==> src/rtl/simple_ram_pkg.sv <==
// Shared types, default sizes and the parity helper for the simple_ram block.
package simple_ram_pkg;

  typedef enum logic {CLEAR, IDLE} state_t;

  localparam int DEPTH_DEF  = 8;
  localparam int DATA_W_DEF = 8;

  // Widest word the parity helper covers; callers zero-extend, which leaves even parity unchanged.
  localparam int PAR_MAX_W  = 64;

  function automatic logic parity(input logic [PAR_MAX_W-1:0] d);
    return ^d;
  endfunction

endpackage

==> src/rtl/simple_ram_array.sv <==
// Storage for simple_ram: synchronous write, asynchronous read, no reset on the data.
module simple_ram_array #(
  parameter int DEPTH  = 8,
  parameter int DATA_W = 8
) (
  input  logic                                    clk,
  input  logic                                    we,
  input  logic [((DEPTH > 1) ? $clog2(DEPTH) : 1)-1:0] waddr,
  input  logic [DATA_W-1:0]                       wdata,
  input  logic [((DEPTH > 1) ? $clog2(DEPTH) : 1)-1:0] raddr,
  output logic [DATA_W-1:0]                       rdata
);

  logic [DATA_W-1:0] mem [DEPTH];

  always_ff @(posedge clk) begin
    if (we) begin
      mem[waddr] <= wdata;
    end
  end

  assign rdata = mem[raddr];

endmodule

==> src/rtl/simple_ram.sv <==
// Single-port RAM with a self-clearing sequence and a one-cycle read response.
// Optional even parity per word when SIMPLE_RAM_PARITY_EN is defined.
module simple_ram
  import simple_ram_pkg::*;
#(
  parameter int DEPTH  = DEPTH_DEF,
  parameter int DATA_W = DATA_W_DEF
) (
  input  logic                                    clk,
  input  logic                                    rst,
  input  logic                                    clr,
  input  logic                                    req_valid,
  output logic                                    req_ready,
  input  logic                                    req_we,
  input  logic [((DEPTH > 1) ? $clog2(DEPTH) : 1)-1:0] req_addr,
  input  logic [DATA_W-1:0]                       req_wdata,
  output logic                                    rd_valid,
  output logic [DATA_W-1:0]                       rd_data,
  output logic                                    busy
`ifdef SIMPLE_RAM_PARITY_EN
  ,
  input  logic                                    inj_perr,
  output logic                                    rd_perr
`endif
);

  localparam int AW = (DEPTH > 1) ? $clog2(DEPTH) : 1;
`ifdef SIMPLE_RAM_PARITY_EN
  localparam int PAR_W = 1;
`else
  localparam int PAR_W = 0;
`endif
  localparam int MW = DATA_W + PAR_W;

  state_t            state, state_nxt;
  logic [AW-1:0]     cnt, cnt_nxt;
  logic              wr_xfer_p0, rd_xfer_p0;
  logic              we;
  logic [AW-1:0]     waddr;
  logic [MW-1:0]     wword, rword;
  logic              vld_p1;
  logic [DATA_W-1:0] data_p1;

  assign req_ready  = (state == IDLE);
  assign busy       = (state == CLEAR);
  // rst outranks any transfer even while the FSM still shows IDLE.
  assign wr_xfer_p0 = req_valid && req_ready && req_we && !rst;
  assign rd_xfer_p0 = req_valid && req_ready && !req_we && !rst;

  always_comb begin
    state_nxt = state;
    cnt_nxt   = cnt;
    if (clr) begin
      state_nxt = CLEAR;
      cnt_nxt   = '0;
    end else if (state == CLEAR) begin
      if (cnt == AW'(DEPTH - 1)) begin
        state_nxt = IDLE;
        cnt_nxt   = '0;
      end else begin
        cnt_nxt = cnt + AW'(1);
      end
    end
  end

  always_comb begin
    we    = 1'b0;
    waddr = req_addr;
`ifdef SIMPLE_RAM_PARITY_EN
    wword = {parity(PAR_MAX_W'(req_wdata)) ^ inj_perr, req_wdata};
`else
    wword = req_wdata;
`endif
    if (!rst) begin
      if (state == CLEAR) begin
        we    = 1'b1;
        waddr = cnt;
`ifdef SIMPLE_RAM_PARITY_EN
        wword = {parity(PAR_MAX_W'(0)), {DATA_W{1'b0}}};
`else
        wword = '0;
`endif
      end else if (wr_xfer_p0) begin
        we = 1'b1;
      end
    end
  end

  simple_ram_array #(
    .DEPTH  (DEPTH),
    .DATA_W (MW)
  ) u_array (
    .clk   (clk),
    .we    (we),
    .waddr (waddr),
    .wdata (wword),
    .raddr (req_addr),
    .rdata (rword)
  );

  // Stage p0 -> p1: FSM update and read response register.
  always_ff @(posedge clk) begin
    if (rst) begin
      state   <= CLEAR;
      cnt     <= '0;
      vld_p1  <= 1'b0;
      data_p1 <= '0;
`ifdef SIMPLE_RAM_PARITY_EN
      rd_perr <= 1'b0;
`endif
    end else begin
      state  <= state_nxt;
      cnt    <= cnt_nxt;
      vld_p1 <= rd_xfer_p0;
      if (rd_xfer_p0) begin
        data_p1 <= rword[DATA_W-1:0];
`ifdef SIMPLE_RAM_PARITY_EN
        rd_perr <= rword[DATA_W] ^ parity(PAR_MAX_W'(rword[DATA_W-1:0]));
`endif
      end
    end
  end

  assign rd_valid = vld_p1;
  assign rd_data  = data_p1;

endmodule

==> config.mk <==
export PLATFORM = sky130hd
export DESIGN_NAME = simple_ram
export DESIGN_NICKNAME = d
export VERILOG_FILES = /design/src/rtl/simple_ram_pkg.sv /design/src/rtl/simple_ram_array.sv /design/src/rtl/simple_ram.sv
export SDC_FILE = /design/constraint.sdc
export NUM_CORES = 1
export LEC_CHECK = 0
export BUFFER_PORTS_ARGS = -buffer_cell sky130_fd_sc_hd__buf_4
export CORE_AREA = 5 5 164 87
export CTS_BUF_LIST = sky130_fd_sc_hd__clkbuf_4 sky130_fd_sc_hd__clkbuf_8 sky130_fd_sc_hd__clkbuf_16
export DETAILED_ROUTE_END_ITERATION = 8
export DIE_AREA = 0 0 169 92
export PLACE_DENSITY = 0.52
export RECOVER_POWER = 25
export SETUP_SLACK_MARGIN = 0.5
export SYNTH_ARGS = -nofsm -noshare
export SYNTH_HDL_FRONTEND = slang
export SYNTH_SLANG_ARGS = --single-unit
==> constraint.sdc <==
create_clock -name clk -period 2.65 [get_ports clk]
set_input_delay 0.53 -clock clk [delete_from_list [all_inputs] [get_ports clk]]
set_output_delay 0.53 -clock clk [all_outputs]
set_load 0.02 [all_outputs]
# Word level (Yosys, flattened, before mapping)
# Memories as Yosys holds them, arrays and structs flattened. A register that Yosys moved wholly into a read port is not among the register bits.
# Cells that the tools add are included.
[word_totals]
reg_bits = 5
memories = 1
inputBits = 16
romBits = 0
latchBits = 0
output_inout_bits = 11
ramBits = 64
[op_classes]
bitwise_logic = 1
div_mod_pow = 0
addsub = 1
muxes = 12
reduce_logical = 8
n_shift = 0
n_eq_ne = 1
n_lt_le_gt_ge = 0
multipliers = 0
[memory_table]
columns = ["name", "words", "word_bits", "read_ports", "rd_clocked_by_memory_dff", "write_ports", "line_no", "source"]
rows = [
  ["u_array.mem", 8, 8, 1, 1, 1, "simple_ram_array.sv:14", "logic [DATA_W-1:0] mem [DEPTH];"],
]
[op_table]
columns = ["cell", "count"]
rows = [
  ["8-bit 2-to-1 mux", 2],
  ["3-bit 2-to-1 mux", 3],
  ["1-bit 2-to-1 mux", 7],
  ["1-bit logical AND", 5],
  ["3-bit by 1-bit adder with 3-bit output, second input constant", 1],
  ["3-bit == test, second input constant", 1],
  ["1-bit zero test", 2],
  ["2-bit OR reduction", 1],
  ["1-bit NOT", 1],
]

# Longest topological paths before layout
[logic_depth]
word_depth = 8
ltp_mapped = 6
depth_no_buf = 5

# Cells and area by module
# Synthesis repeated with hierarchy kept, for this count alone.
[unflattened]
cells_unflattened = 176
area_unflattened_um2 = 3215.6
[modules_own_cells]
columns = ["mod", "area_per_inst_um2", "cells_per_inst", "n_inst"]
rows = [
  ["simple_ram_array", 2531.2, 106, 1],
  ["simple_ram", 684.4, 70, 1],
]

# Worst setup path after synthesis
# Ideal clock, no wire load.
[synth_timing]
path_kind = "input port to flip-flop"
from = "input req_addr[0] (netlist name)"
to = "memory u_array.mem[7][0], enable pin"
t_arrival_ps = 1709
setup_slack_ps = 568
required_ps = 2277
path_stages = 6
setup_time_ps = 373
path_cell_list = "buf_6 -> buf_12 -> buf_4 -> nand4_1 -> a21o_1 -> nor2b_1"
[synth_between]
elab_chain_cells = 2
[synth_rtl]
columns = ["item", "line_no", "source"]
rows = [
  ["from (decl)", "simple_ram.sv:15", "input logic [((DEPTH > 1) ? $clog2(DEPTH) : 1)-1:0] req_addr,"],
  ["3-bit 2-to-1 mux", "simple_ram.sv:75", "if (state == CLEAR) begin"],
  ["3-bit 2-to-1 mux (*)", "simple_ram.sv:74", "if (!rst) begin"],
  ["to (decl)", "simple_ram_array.sv:14", ""],
]
# Mark *: on every way between the ends. The rest lies on a longest branch, timed or not.

# Worst setup path after layout
[layout_timing]
from = "register state, in the netlist req_ready"
to = "memory u_array.mem[2][0], enable pin"
[layout_between]
elab_chain_cells = 8
elab_cells_between_ends = 10
cone_classes = "mux (7); reduce/logical (3)"
[layout_rtl]
columns = ["item", "line_no", "source"]
rows = [
  ["from (decl)", "simple_ram.sv:35", "state_t state, state_nxt;"],
  ["from (signal assigned)", "simple_ram.sv:112", "state <= state_nxt;"],
  ["1-bit logical AND (3 in a row)", "simple_ram.sv:47", "assign wr_xfer_p0 = req_valid && req_ready && req_we && !rst;"],
  ["1-bit 2-to-1 mux", "simple_ram.sv:83", "end else if (wr_xfer_p0) begin"],
  ["1-bit 2-to-1 mux", "simple_ram.sv:75", ""],
  ["1-bit 2-to-1 mux", "simple_ram.sv:74", ""],
  ["1-bit 2-to-1 mux", "simple_ram_array.sv:17", "if (we) begin"],
  ["1-bit 2-to-1 mux (implied by the code)", "simple_ram_array.sv:18", "mem[waddr] <= wdata;"],
]
# Parallel ways exist; a longest one is shown, timed or not.

==> flow_results.org <==
** Critical path
- Worst setup slack for register-to-register paths :: roughly 0.75 ns
- The number of cells on the worst reg-to-reg path is 3.
- Category of the critical setup timing path :: reg2reg
- The worst setup path is captured at a register.
- The worst register-to-register path ends at u_array.mem[2][0]$_DFFE_PP_.
- Traced cell by cell, the critical path runs through or2_2 > a21oi_1 > nor2_1.
- Arrival time at the worst endpoint :: about 1.9 ns
- Kind of start point of the critical path :: register
- Together, buffers and inverters on the worst path number 0.
- Worst path required time :: between 2 and 3 ns
- Of all nets on the critical path, the largest fanout is 13.
- Instance count on the critical path :: 3
- Top delay family on crit path :: simple AND/OR/NAND/NOR gates
- The startpoint identified for the worst register-to-register timing path is req_ready$_SDFF_PP0_.
- Crit-path slowest cell :: sky130_fd_sc_hd__dfxtp_1
- On the worst path, the slowest cell contributes a delay of 0.55 ns.

** Routing
- For this run, the detailed router's first-pass iteration total came to 4.
- The count of nets left with antenna violations once routing finished came out at 0.
- Via total after detailed routing :: approximately 1700
- The final layout contains routed wiring with a total length of just over 6000 um.
- For this run, design rule violations remaining after detail routing come to 0.
- Post-DR wirelength/cell :: ~15 um
- The detailed router finished its first iteration with 125 violations.
- In the routed layout, each cell is associated on average with a via count of between 4 and 5.

** CTS
- The number of gates resized after CTS was 0.
- Sink Count :: a little under 80
- Clock latency on the worst-skew pair, taken at its later pin, is approximately 0.32 ns.
- The H-tree was split into 3 levels.
- CTS buffer count :: 9
- Buffer count from post-CTS setup fixing :: 0
- CTS tree :: done
- The tree is rooted in a sky130_fd_sc_hd__clkbuf_16.
- Hold-fix buffer count after cts :: 0
- CTS clk-pin slew, worst paths :: around 0.05 ns
- In this run the deepest clock path goes through 2 buffers.

** GRT
- Entering global routing, the biggest net connects 27 pins.
- GRT Resource Usage Total :: 0.0846
- Wire length of the first global-routing pass :: 9990 um
- Gr ovfl total :: 0
- Number of global-route vias before repair :: about 1800
- The number of antenna violations at the first check in global routing is 0.

** Pwr
- Dividing total power by cell area gives a power density of around 700 mW/mm^2.
- The analysis attributes to cell leakage a power of about 1.3 nW.
- VDD sags by at most 332 uV.
- Overall Power :: between 2 and 3 mW

** Finish
- Final cell area excluding filler cells :: about 0.0038 mm^2
- 0 antenna diodes ended up in the layout.
- Measured on the finished design, the core utilization comes to 0.302.
- The final layout contains roughly 240 nets.
- Fraction of final layout cells with drive strength greater than 1 :: 0.188
- Area growth from synthesis to layout :: 21.7%
- The filler cells instantiated in the layout total between 1000 and 1500.

** Floorplan
- Placeable Area :: about 0.013 mm^2
- Area enclosed by the die boundary :: 0.0155 mm^2
- After floorplanning, the core was divided into 29 placement rows.
- Measured along the y axis, the die boundary spans a little over 90 um.
- Starting density of the core :: 0.248
- The die is around 170 um wide.
- For this design the top-level I/O count stands at 27.

** Synth
- Post-synthesis sequential area ratio :: 0.702
- Yosys reg bits :: 77
- The average instance in the mapped netlist occupies between 15 and 20 um^2.
- The cell area that synthesis handed to floorplanning was 0.00311 mm^2.
- During synthesis, Yosys emitted a total of 0 warnings.
- Post-synthesis cell type count :: 33
- Post-synthesis async set-or-reset flop share :: 0
- Total nets after synthesis :: between 200 and 250
- The most used flip-flop cell after synthesis is sky130_fd_sc_hd__edfxtp_1.
- Number of cells produced by synthesis :: about 190
- The synthesized design contains 64 enable-type register cells.

** Hold path
- End point of the worst hold path :: cnt[1]$_SDFFE_PP0N_
- Hold Path Depth :: 2
- Path category of the worst min-delay check :: in2reg
- HP Start :: clr

** STA
- Clock period minus worst slack :: about 1.9 ns
- Worst rel slew slack :: 0.483
- After routing, the total negative slack on setup checks comes to 0 ns.
- For the pin with the worst max-slew slack, the measured transition is roughly 0.77 ns.
- Unrepaired setup endpoints after global routing :: false
- Across the routed clock network, the largest skew measured is around 0.0056 ns.
- Timing would allow up to about 0.53 GHz.
- Ratio of final minimum period to clock period :: 0.716
- The final number of max-transition violations is 0.
- Setup violations remaining at the end of the flow were counted as 0.
- Final number of hold-violating endpoints :: 0

** Place
- Detailed placement finished with a half-perimeter wire length of between 4000 and 5000 um.
- In this run the tool buffered the top-level ports with 26 buffer cells.
- The congestion estimate from routability-driven global placement came to 0.741.
- After detailed placement, the total cell area comes to around 0.0035 mm^2.

** Run
- Across the run, the number of max-cap violations was 0.

** Outcome
- Outcome :: finished, final reports clean
cells in the final DEF (no fill, tap or decap), types with 4 or more instances in the layout:
master                      synthesis  routed
sky130_fd_sc_hd__a21oi_1            4       4
sky130_fd_sc_hd__a22oi_1            7       7
sky130_fd_sc_hd__a32o_1             8       8
sky130_fd_sc_hd__and2_1             8       5
sky130_fd_sc_hd__buf_4              1      26
sky130_fd_sc_hd__clkbuf_1           5      10
sky130_fd_sc_hd__clkbuf_16          0       9
sky130_fd_sc_hd__dfxtp_1           13      13
sky130_fd_sc_hd__edfxtp_1          64      64
sky130_fd_sc_hd__mux2i_1           18      18
sky130_fd_sc_hd__mux4_1             6       6
sky130_fd_sc_hd__nand2b_1           9       9
sky130_fd_sc_hd__nor2_1             9       9
sky130_fd_sc_hd__nor3_1             5       5
through the flow:
| step | cells | worst slack (ns) | hold WS, ns |
|---|---|---|---|
| 6_report | 399 | 0.754 | 0.400 |
| 3_3_place_gp | 383 | 0.534 | 0.458 |
| 2_1_floorplan | 186 | 0.568 | 0.547 |
| 5_1_grt | 399 | 0.602 | 0.395 |
| 3_5_place_dp | 383 | 0.505 | 0.460 |
| 4_1_cts | 399 | 0.721 | 0.387 |
flip-flops by register name (all words and copies together), names as in the netlist:
name	count
cnt	3
rd_data	8
rd_valid	1
req_ready	1
u_array.mem	64
cell families (layout without fill, tap and decap cells):
group,after synthesis,in the layout,share of synthesized area
fa+ha+maj,2,2,0.00805
mux,26,26,0.123
buf+inv,13,56,0.0246
simple gates,43,43,0.0801
compound gates,25,25,0.0620
flops,77,77,0.702
metal layers:
metal / global-route usage / part of all wire
met1: 0.105 / 0.46
met2: 0.142 / 0.51
met3: 0.0223 / 0.027
met4: 0.0342 / 0.0065
met5: 0 / 0
area by class of cell:
type	instances	area, um^2	area share
sequential	77	2180	0.577
tap	170	213	0.0562
inverter	4	15.0	0.00397
clock inverter	4	42.5	0.0112
clock buffer	12	248	0.0655
multi-input combinational	96	850	0.225
timing repair buffer	36	233	0.0615
power by group:
group | leakage, nW | total [mW] | internal [mW] | switching [mW]
Combinational | 0.473 | 0.137 | 0.0576 | 0.0799
Clock | 0.146 | 1.17 | 0.752 | 0.414
Sequential | 0.697 | 1.34 | 1.33 | 0.00622
Total | 1.32 | 2.64 | 2.14 | 0.500
cells in the mapped netlist, types with 3 or more instances:
library cell | instances | share of area
sky130_fd_sc_hd__dfxtp_1 | 13 | 0.084
sky130_fd_sc_hd__nand2b_1 | 9 | 0.018
sky130_fd_sc_hd__nor2b_1 | 3 | 0.0060
sky130_fd_sc_hd__a21oi_1 | 4 | 0.0064
sky130_fd_sc_hd__nor2_1 | 9 | 0.011
sky130_fd_sc_hd__inv_1 | 3 | 0.0036
sky130_fd_sc_hd__mux2i_1 | 18 | 0.058
sky130_fd_sc_hd__mux4_1 | 6 | 0.051
sky130_fd_sc_hd__a22oi_1 | 7 | 0.017
sky130_fd_sc_hd__clkbuf_1 | 5 | 0.0060
sky130_fd_sc_hd__a32o_1 | 8 | 0.026
sky130_fd_sc_hd__nor3_1 | 5 | 0.0081
sky130_fd_sc_hd__edfxtp_1 | 64 | 0.62
sky130_fd_sc_hd__and2_1 | 8 | 0.016
how the worst max path moves through the flow:
stage	end	from	slack [ns]
after detailed placement	u_array.mem[2][5]$_DFFE_PP_	req_addr[0]	0.51
after global placement	u_array.mem[2][4]$_DFFE_PP_	req_addr[0]	0.53
after floorplan	u_array.mem[7][0]$_DFFE_PP_	req_addr[0]	0.57
final	u_array.mem[2][0]$_DFFE_PP_	req_ready$_SDFF_PP0_	0.75
after CTS	u_array.mem[2][0]$_DFFE_PP_	req_ready$_SDFF_PP0_	0.72
after global routing	u_array.mem[2][6]$_DFFE_PP_	req_ready$_SDFF_PP0_	0.60
No activity file was read; power rests on OpenSTA's default activity.
